## src/rtl/phase_counter_if.sv

```systemverilog
`default_nettype none
// ============================================================================
// Module      : phase_counter_if
// Description : Control and phase-output bundle of the phase counter.
// Revision    : 1.0 - initial release
// ============================================================================
interface phase_counter_if #(
  parameter int PHASE_W = 8,
  parameter int DIV_W   = 16
);
  logic               en;
  logic               sync;
  logic               freq_load;
  logic [DIV_W-1:0]   freq_div;
  logic [PHASE_W-1:0] count_clk;
  logic               tick;
  logic               wrap;
  logic               pending;

  modport master (
    output en, sync, freq_load, freq_div,
    input  count_clk, tick, wrap, pending
  );

  modport slave (
    input  en, sync, freq_load, freq_div,
    output count_clk, tick, wrap, pending
  );
endinterface
`default_nettype wire

```

## src/rtl/phase_counter.sv

```systemverilog
`default_nettype none
// ============================================================================
// Module      : phase_counter
// Description : Prescaled 8-bit phase source; divide changes land on a wrap.
// Revision    : 1.0 - initial release
// ============================================================================
module phase_counter #(
  parameter int          PHASE_W     = 8,
  parameter int          DIV_W       = 16,
  parameter int unsigned DEFAULT_DIV = 0
) (
  input  wire logic        clk,
  input  wire logic        rst,
  phase_counter_if.slave   bus
);
  localparam logic [DIV_W-1:0] c_div_rst = DIV_W'(DEFAULT_DIV);

  typedef enum logic [1:0] {
    IDLE     = 2'd0,
    RUN      = 2'd1,
    RUN_PEND = 2'd2
  } state_t;

  state_t             r_state,       w_state_nxt;
  logic [PHASE_W-1:0] r_count,       w_count_nxt;
  logic [DIV_W-1:0]   r_pre_cnt,     w_pre_cnt_nxt;
  logic [DIV_W-1:0]   r_div_active,  w_div_active_nxt;
  logic [DIV_W-1:0]   r_div_pending, w_div_pending_nxt;
  logic               r_tick,        w_tick_nxt;
  logic               r_wrap,        w_wrap_nxt;
  logic               r_pending,     w_pending_nxt;
  logic               w_terminal;
  logic               w_at_wrap;

  assign w_terminal = (r_pre_cnt == r_div_active);
  assign w_at_wrap  = w_terminal && (r_count == {PHASE_W{1'b1}});

  always_ff @(posedge clk or posedge rst) begin
    if (rst) begin
      r_state       <= IDLE;
      r_count       <= '0;
      r_pre_cnt     <= '0;
      r_div_active  <= c_div_rst;
      r_div_pending <= c_div_rst;
      r_tick        <= 1'b0;
      r_wrap        <= 1'b0;
      r_pending     <= 1'b0;
    end else begin
      r_state       <= w_state_nxt;
      r_count       <= w_count_nxt;
      r_pre_cnt     <= w_pre_cnt_nxt;
      r_div_active  <= w_div_active_nxt;
      r_div_pending <= w_div_pending_nxt;
      r_tick        <= w_tick_nxt;
      r_wrap        <= w_wrap_nxt;
      r_pending     <= w_pending_nxt;
    end
  end

  always_comb begin
    w_state_nxt       = r_state;
    w_count_nxt       = r_count;
    w_pre_cnt_nxt     = r_pre_cnt;
    w_div_active_nxt  = r_div_active;
    w_div_pending_nxt = r_div_pending;
    w_tick_nxt        = 1'b0;
    w_wrap_nxt        = 1'b0;
    w_pending_nxt     = r_pending;

    if (bus.sync) begin
      w_count_nxt   = '0;
      w_pre_cnt_nxt = '0;
      w_pending_nxt = 1'b0;
      w_state_nxt   = bus.en ? RUN : IDLE;
      if (bus.freq_load)
        w_div_active_nxt = bus.freq_div;
      else if (r_pending)
        w_div_active_nxt = r_div_pending;
      w_div_pending_nxt = w_div_active_nxt;
    end else if (!bus.en) begin
      // Stopping flushes any staged value; a coincident load overrides it.
      w_pre_cnt_nxt = '0;
      w_pending_nxt = 1'b0;
      w_state_nxt   = IDLE;
      if (bus.freq_load)
        w_div_active_nxt = bus.freq_div;
      else if (r_pending)
        w_div_active_nxt = r_div_pending;
      w_div_pending_nxt = w_div_active_nxt;
    end else begin
      if (w_terminal) begin
        w_pre_cnt_nxt = '0;
        w_count_nxt   = r_count + PHASE_W'(1);
        w_tick_nxt    = 1'b1;
        w_wrap_nxt    = w_at_wrap;
      end else begin
        w_pre_cnt_nxt = r_pre_cnt + DIV_W'(1);
      end

      case (r_state)
        IDLE: begin
          w_state_nxt = RUN;
          if (bus.freq_load) begin
            w_div_active_nxt  = bus.freq_div;
            w_div_pending_nxt = bus.freq_div;
          end
        end
        RUN: begin
          if (bus.freq_load) begin
            w_div_pending_nxt = bus.freq_div;
            w_pending_nxt     = 1'b1;
            w_state_nxt       = RUN_PEND;
          end
        end
        RUN_PEND: begin
          if (w_at_wrap) begin
            // Old staged value lands now; a same-cycle load waits for the next wrap.
            w_div_active_nxt = r_div_pending;
            if (bus.freq_load) begin
              w_div_pending_nxt = bus.freq_div;
            end else begin
              w_pending_nxt = 1'b0;
              w_state_nxt   = RUN;
            end
          end else if (bus.freq_load) begin
            w_div_pending_nxt = bus.freq_div;
          end
        end
        default: begin
          w_state_nxt   = IDLE;
          w_pending_nxt = 1'b0;
        end
      endcase
    end
  end

  assign bus.count_clk = r_count;
  assign bus.tick      = r_tick;
  assign bus.wrap      = r_wrap;
  assign bus.pending   = r_pending;
endmodule
`default_nettype wire
```

## src/flat_wrapper.sv

```systemverilog
// flat-port wrapper written by rule: the top's interface ports become plain ports
module phase_counter_flat 
#(
  parameter int          PHASE_W     = 8,
  parameter int          DIV_W       = 16,
  parameter int unsigned DEFAULT_DIV = 0
)
  (clk, rst, bus_en, bus_sync, bus_freq_load, bus_freq_div, bus_count_clk, bus_tick, bus_wrap, bus_pending);
  phase_counter_if #(.PHASE_W(PHASE_W), .DIV_W(DIV_W)) bus_i ();
  input  wire logic clk;
  input  wire logic rst;
  input wire logic [$bits(bus_i.en)-1:0] bus_en;
  input wire logic [$bits(bus_i.sync)-1:0] bus_sync;
  input wire logic [$bits(bus_i.freq_load)-1:0] bus_freq_load;
  input wire logic [$bits(bus_i.freq_div)-1:0] bus_freq_div;
  output wire logic [$bits(bus_i.count_clk)-1:0] bus_count_clk;
  output wire logic [$bits(bus_i.tick)-1:0] bus_tick;
  output wire logic [$bits(bus_i.wrap)-1:0] bus_wrap;
  output wire logic [$bits(bus_i.pending)-1:0] bus_pending;
  assign bus_i.en = bus_en;
  assign bus_i.sync = bus_sync;
  assign bus_i.freq_load = bus_freq_load;
  assign bus_i.freq_div = bus_freq_div;
  assign bus_count_clk = bus_i.count_clk;
  assign bus_tick = bus_i.tick;
  assign bus_wrap = bus_i.wrap;
  assign bus_pending = bus_i.pending;
  phase_counter #(.PHASE_W(PHASE_W), .DIV_W(DIV_W), .DEFAULT_DIV(DEFAULT_DIV)) u_core (.clk(clk), .rst(rst), .bus(bus_i));
endmodule
```

## config.mk

```make
export PLATFORM = sky130hd
export DESIGN_NAME = phase_counter_flat
export DESIGN_NICKNAME = d
export VERILOG_FILES = /design/src/rtl/phase_counter_if.sv /design/src/rtl/phase_counter.sv /design/src/flat_wrapper.sv
export SDC_FILE = /design/constraint.sdc
export NUM_CORES = 1
export LEC_CHECK = 0
export CAP_MARGIN = 15
export CORE_MARGIN = 4
export CORE_UTILIZATION = 61
export CTS_BUF_LIST = sky130_fd_sc_hd__clkbuf_4 sky130_fd_sc_hd__clkbuf_8 sky130_fd_sc_hd__clkbuf_16
export CTS_CLUSTER_SIZE = 25
export DETAILED_ROUTE_END_ITERATION = 10
export PLACE_DENSITY = 0.85
export REMOVE_ABC_BUFFERS = 1
export SYNTH_ARGS = -nofsm -noshare
export SYNTH_HDL_FRONTEND = slang
export SYNTH_SLANG_ARGS = --single-unit
```

## constraint.sdc

```tcl
create_clock -name clk -period 4.3 [get_ports clk]
set_input_delay 1.29 -clock clk [delete_from_list [all_inputs] [get_ports clk]]
set_output_delay 1.29 -clock clk [all_outputs]
set_load 0.01 [all_outputs]
```

==> results of run 1 <==
## critical path: stages
cell             delay (ns)
clkdlybuf4s50_1        0.76
nor2b_2                0.16
o21a_1                 0.19
nor4_4                 0.83
o32a_1                 0.28
## area by class of cell
class,count,area (sq um)
Sequential cell,61,1530
Multi-Input combinational cell,217,1460
Fill cell,346,1180
Timing Repair Buffer,36,348
Clock buffer,14,180
Inverter,24,90.1
Tap cell,67,83.8
Clock inverter,1,5.00
## logic make-up (layout without fill, tap and decap cells)
| family | count (synthesis) | after routing | share of synthesized area [%] |
|---|---|---|---|
| buffers and inverters | 40 | 75 | 5.23 |
| multiplexers | 3 | 3 | 1.03 |
| flip-flops | 61 | 61 | 48.4 |
| XOR/XNOR | 31 | 31 | 8.60 |
| adder cells (fa/ha/maj) | 2 | 2 | 0.793 |
| AO/OA/AOI/OAI | 85 | 85 | 18.4 |
| AND/OR/NAND/NOR | 96 | 96 | 17.5 |
## final timing paths
kind / to / slack, ns / cells after the start
hold reg to reg: u_core.r_div_pending[2]$_DFFE_PP0P_ / 0.52 / 2
setup reg to reg: u_core.r_div_active[2]$_DFFE_PP0P_ / 1.76 / 5
min in group asynchronous: u_core.r_div_pending[10]$_DFFE_PP0P_ / 1.33 / 3
max in group asynchronous: u_core.r_div_pending[2]$_DFFE_PP0P_ / 2.62 / 3
hold / removal: u_core.r_div_pending[2]$_DFFE_PP0P_ / 0.52 / 2
setup / recovery: u_core.r_div_active[2]$_DFFE_PP0P_ / 1.04 / 5
## synth_stat cells, types with 2 or more instances
master and n:
xor2_1 23, clkbuf_1 9, ha_1 2, nand2b_1 3
o21a_1 2, nand3_1 10, buf_2 6, mux2_1 2
o32a_1 16, o31ai_1 4, nand2_1 24, dfrtp_1 61
nand4_1 3, inv_1 24, nor2_1 26, or3_1 2
and3_1 3, nor4_1 2, or4_1 4, o22ai_1 32
a21oi_1 23, xnor2_1 8, nor3_1 6, nor4_4 4
## through the flow
step                      area (sq um)  power [W]  hold slack, ns  utilization (%)  setup slack [ns]
after floorplan                   3080   0.000772           0.491                -              1.47
after global placement            3510   0.000830           0.500             72.0             0.754
after detailed placement          3510   0.000838           0.510             72.0             0.705
after CTS                         3700    0.00132           0.520             75.8              1.08
after global routing              3700    0.00137           0.532             75.8             0.927
final                             3700    0.00130           0.520             75.8              1.04
## layer usage
layer / wire, um / part of all wire, %
met5: 0 / 0
met4: 184 / 2.6
met1: 3070 / 44
met3: 464 / 6.6
met2: 3280 / 47
## flip-flops by register name (all words and copies together), names as in the netlist
register / flops
u_core.r_div_pending: 16
u_core.bus.count_clk: 8
u_core.bus.pending: 1
u_core.r_pre_cnt: 16
u_core.r_state: 2
u_core.r_div_active: 16
u_core.bus.wrap: 1
u_core.bus.tick: 1
## where the power goes
group	leakage, nW	internal, W	total (W)	switching (W)
Clock	0.0994	0.000265	0.000473	0.000208
Sequential	0.756	0.000616	0.000659	0.0000430
Combinational	0.683	0.0000788	0.000172	0.0000927
Total	1.54	0.000961	0.00130	0.000343
==> reports/results.tsv, run 1 <==
metric	value	unit
path_class	input port to register	
die_y	79.9	um
antennaDiodeCount	0	
drive_gt1_share	8.78	%
final_hold_viol_count	0	
hpwlAfterDp	4.67	mm
io_buffers	31	
coreArea	0.00488	sq mm
crit_fanout	16	
powerDensity	353	mW/mm^2
first_global_vias	2608	
cts-root-buf	clkbuf_8	
required	4.57	ns
irDropWorstVdd	258	uV
grt_max_degree	34	
clock_latency	0.34	ns
crit_path_start	bus_sync	
grt_pass1_wl	12.0	mm
cts_buffer_depth	2	
routed_wl	7.00	mm
nets	372	
wl_per_cell	16.7	um
yosysTopAreaCell	dfrtp_1	
worst_slew_pin_slew	0.910	ns
synth_area_leaders	dfrtp_1, xor2_1, o22ai_1, o32a_1, a21oi_1	
cts_tree	yes	
relSlewSlack	38.9	%
drtAntennaViolNets	0	
path_clk_slew	0.06	ns
boundaryPins	32	
syn_inst	318	
netlist_area	0.00316	sq mm
dp.cells	405	
clock-sinks	61	
netlist.area_leader.share	48.4	%
gr-usage-met1	32.1	%
start_kind	input port	
htreeDepth	3	
rr_startpoint	u_core.r_div_active[10]$_DFFE_PP0P_	
rsz0062_at_grt	false	
clock.fmax	307	MHz
ys_seq_area_share	48.4	%
tns	0	ns
numCtsBuffers	9	
vias	2578	
setup_violations	0	
avgSynthCellArea	9.92	sq um
dr.first_iter.drc_count	210	
grt_usage	24.2	%
min_period	3.26	ns
hold_buffers	0	
yosys_warnings	0	
dieArea	0.00639	sq mm
first_pass_iters	4	
area_growth	17.2	%
layout_commonest_cell	dfrtp_1	
synth_seq_cells	61	
final_cell_mix	dfrtp_1, o22ai_1, clkdlybuf4s50_1, nor2_1, nand2_1	
min-delay-path-class	register to register	
stdcell_count	420	
ys_types	43	
finalCritPeriodShare	75.8	%
synth_edf_count	0	
die_w	79.9	um
fin_skew	0.0107	ns
initial_core_util	64.7	%
crit_arrival	3.52	ns
gr-total-overflow	0	
async_flop_share	100	%
end_kind	register	
p_leak	1.54	nW
gr-usage-met2	37.2	%
antenna_found_initial	0	
route.detailed.drc	0	
synth_flop_cell	dfrtp_1	
status	finished clean	
post_cts.repair.setup_buffers	0	
cts_resized	0	
slew_violations	0	
maxCapViolCount	0	
vias_per_cell	6.14	
hold_start	u_core.r_div_pending[2]$_DFFE_PP0P_	
grt_util_met3	7.22	%
rows	25	
gp_congestion	0.809	
busiest_layer	met2	
Note: power is estimated with default switching activity, not from simulation.
==> run 2: changes to the inputs <==
Settings changed: CORE_UTILIZATION 61 to 57, PLACE_DENSITY 0.85 to 0.8.
Clock period 4.3 ns to 3.4 ns, I/O delays scaled along.
==> run 2 against run 1 <==
Net effect: critical path depth stayed put; first-iteration DRC count decreased by 25%; final cell count rose by 1.4%; wire length up 0.87%; worst setup slack worse by 0.43 ns; non-clock buffer count rose by 2; combinational power increased by 27%; die area increased by 6.3%; sequential share of layout area decreased by 0.31 points.
==> reports/results.tsv, run 2 (same netlist as run 1, synthesis figures left out) <==
metric	value	unit
critPathSlowestCell	nor4_4	
rows	26	
end_kind	register	
met3_length	353	um
top_regs	u_core.r_div_active: 16 flops, u_core.r_div_pending: 16 flops, u_core.r_pre_cnt: 16 flops	
first_global_vias	2535	
path_clk_slew	0.07	ns
cts_buffer_depth	2	
multi_input_area	0.00146	sq mm
crit_fanout	16	
grt_pass1_wl	11.9	mm
vias	2568	
clock_latency	0.34	ns
io_buffers	31	
antennaDiodeCount	0	
rsz0062_at_grt	false	
clock.fmax	359	MHz
grt_usage	23.5	%
clock-sinks	61	
area_growth	18.0	%
die_w	82.4	um
crit_chain	clkdlybuf4s50_1 > nor2b_2 > o21a_1 > nor4_4 > o32a_1	
min-delay-path-class	register to register	
post_cts.repair.setup_buffers	0	
drtAntennaViolNets	0	
status	finished clean	
wl_met2	3.37	mm
utilization	71.1	%
nets	374	
powerDensity	442	mW/mm^2
grt_max_degree	34	
regArea	0.00153	sq mm
required	3.68	ns
m1WireLength	3.13	mm
min_period	2.79	ns
coreArea	0.00524	sq mm
crit_arrival	3.06	ns
nFillCells	396	
final_cell_mix	dfrtp_1, o22ai_1, clkdlybuf4s50_1, nor2_1, nand2_1	
maxCapViolCount	0	
boundaryPins	32	
setup_violations	0	
p_leak	1.55	nW
hpwlAfterDp	4.77	mm
antenna_found_initial	0	
cts_tree	yes	
dr.first_iter.drc_count	158	
fin_skew	0.00572	ns
routed_wl	7.06	mm
slowest_delay	0.81	ns
hold_buffers	0	
numCtsBuffers	9	
start_kind	input port	
route.detailed.drc	0	
path_class	input port to register	
initial_core_util	60.2	%
slew_violations	0	
die_y	82.4	um
gp_congestion	0.801	
gr-total-overflow	0	
final_hold_viol_count	0	
p_total	0.00165	W
worst_slew_pin_slew	0.873	ns
cts_resized	0	
stdcell_count	426	
relSlewSlack	41.4	%
irDropWorstVdd	322	uV
layout_commonest_cell	dfrtp_1	
top_layer_used	met4	
cts-root-buf	clkbuf_8	
htreeDepth	3	
drive_gt1_share	9.55	%
finalCritPeriodShare	81.9	%
vias_per_cell	6.03	
dp.cells	410	
first_pass_iters	4	
tns	0	ns
dieArea	0.00679	sq mm
wl_per_cell	16.6	um
## run 2: where the power goes
group | total [W] | leakage, nW | internal, W | switching, W
Combinational | 0.000219 | 0.696 | 0.000103 | 0.000116
Clock | 0.000596 | 0.0956 | 0.000308 | 0.000287
Sequential | 0.000830 | 0.756 | 0.000779 | 0.0000514
## run 2: layer usage
metal | vias to the layer above | track usage, %
met5 | - | 0
met4 | 0 | 11.6
met3 | 17 | 5.86
met2 | 84 | 35.9
met1 | 1250 | 31.2
li1 | 1217 | -
## run 2: metrics by stage
| stage | hold WS [ns] | instance area [sq um] | setup slack (ns) |
|---|---|---|---|
| 2_1_floorplan | 0.491 | 3080 | 0.843 |
| 3_3_place_gp | 0.501 | 3540 | 0.404 |
| 3_5_place_dp | 0.509 | 3540 | 0.300 |
| 4_1_cts | 0.520 | 3720 | 0.650 |
| 5_1_grt | 0.540 | 3720 | 0.506 |
| 6_report | 0.518 | 3720 | 0.615 |
## run 2: critical path: cells and delay by family
family / cells / cell delay (ns)
simple gates: 2 / 1.06
buf+inv: 1 / 0.52
compound gates: 2 / 0.45
## run 2: path summary, 6_finish.rpt
check / from / to / cells past startpoint / slack, ns
max reg2reg: u_core.r_div_active[10]$_DFFE_PP0P_ / u_core.r_div_active[12]$_DFFE_PP0P_ / 5 / 0.88
min reg2reg: u_core.r_div_pending[1]$_DFFE_PP0P_ / u_core.r_div_pending[1]$_DFFE_PP0P_ / 2 / 0.52
max: bus_en / u_core.r_div_active[12]$_DFFE_PP0P_ / 5 / 0.61
min: u_core.r_div_pending[1]$_DFFE_PP0P_ / u_core.r_div_pending[1]$_DFFE_PP0P_ / 2 / 0.52
min in group asynchronous: rst / u_core.r_div_pending[11]$_DFFE_PP0P_ / 2 / 1.11
max in group asynchronous: rst / u_core.bus.tick$_DFF_PP0_ / 3 / 1.70
## run 2: final cells by class
cell class | instances | share of cell area (%)
Sequential cell | 61 | 41.0
Clock buffer | 12 | 4.27
Timing Repair Buffer | 38 | 10.1
Tap cell | 70 | 2.35
Inverter | 24 | 2.42
Clock inverter | 4 | 0.605
Multi-Input combinational cell | 217 | 39.3
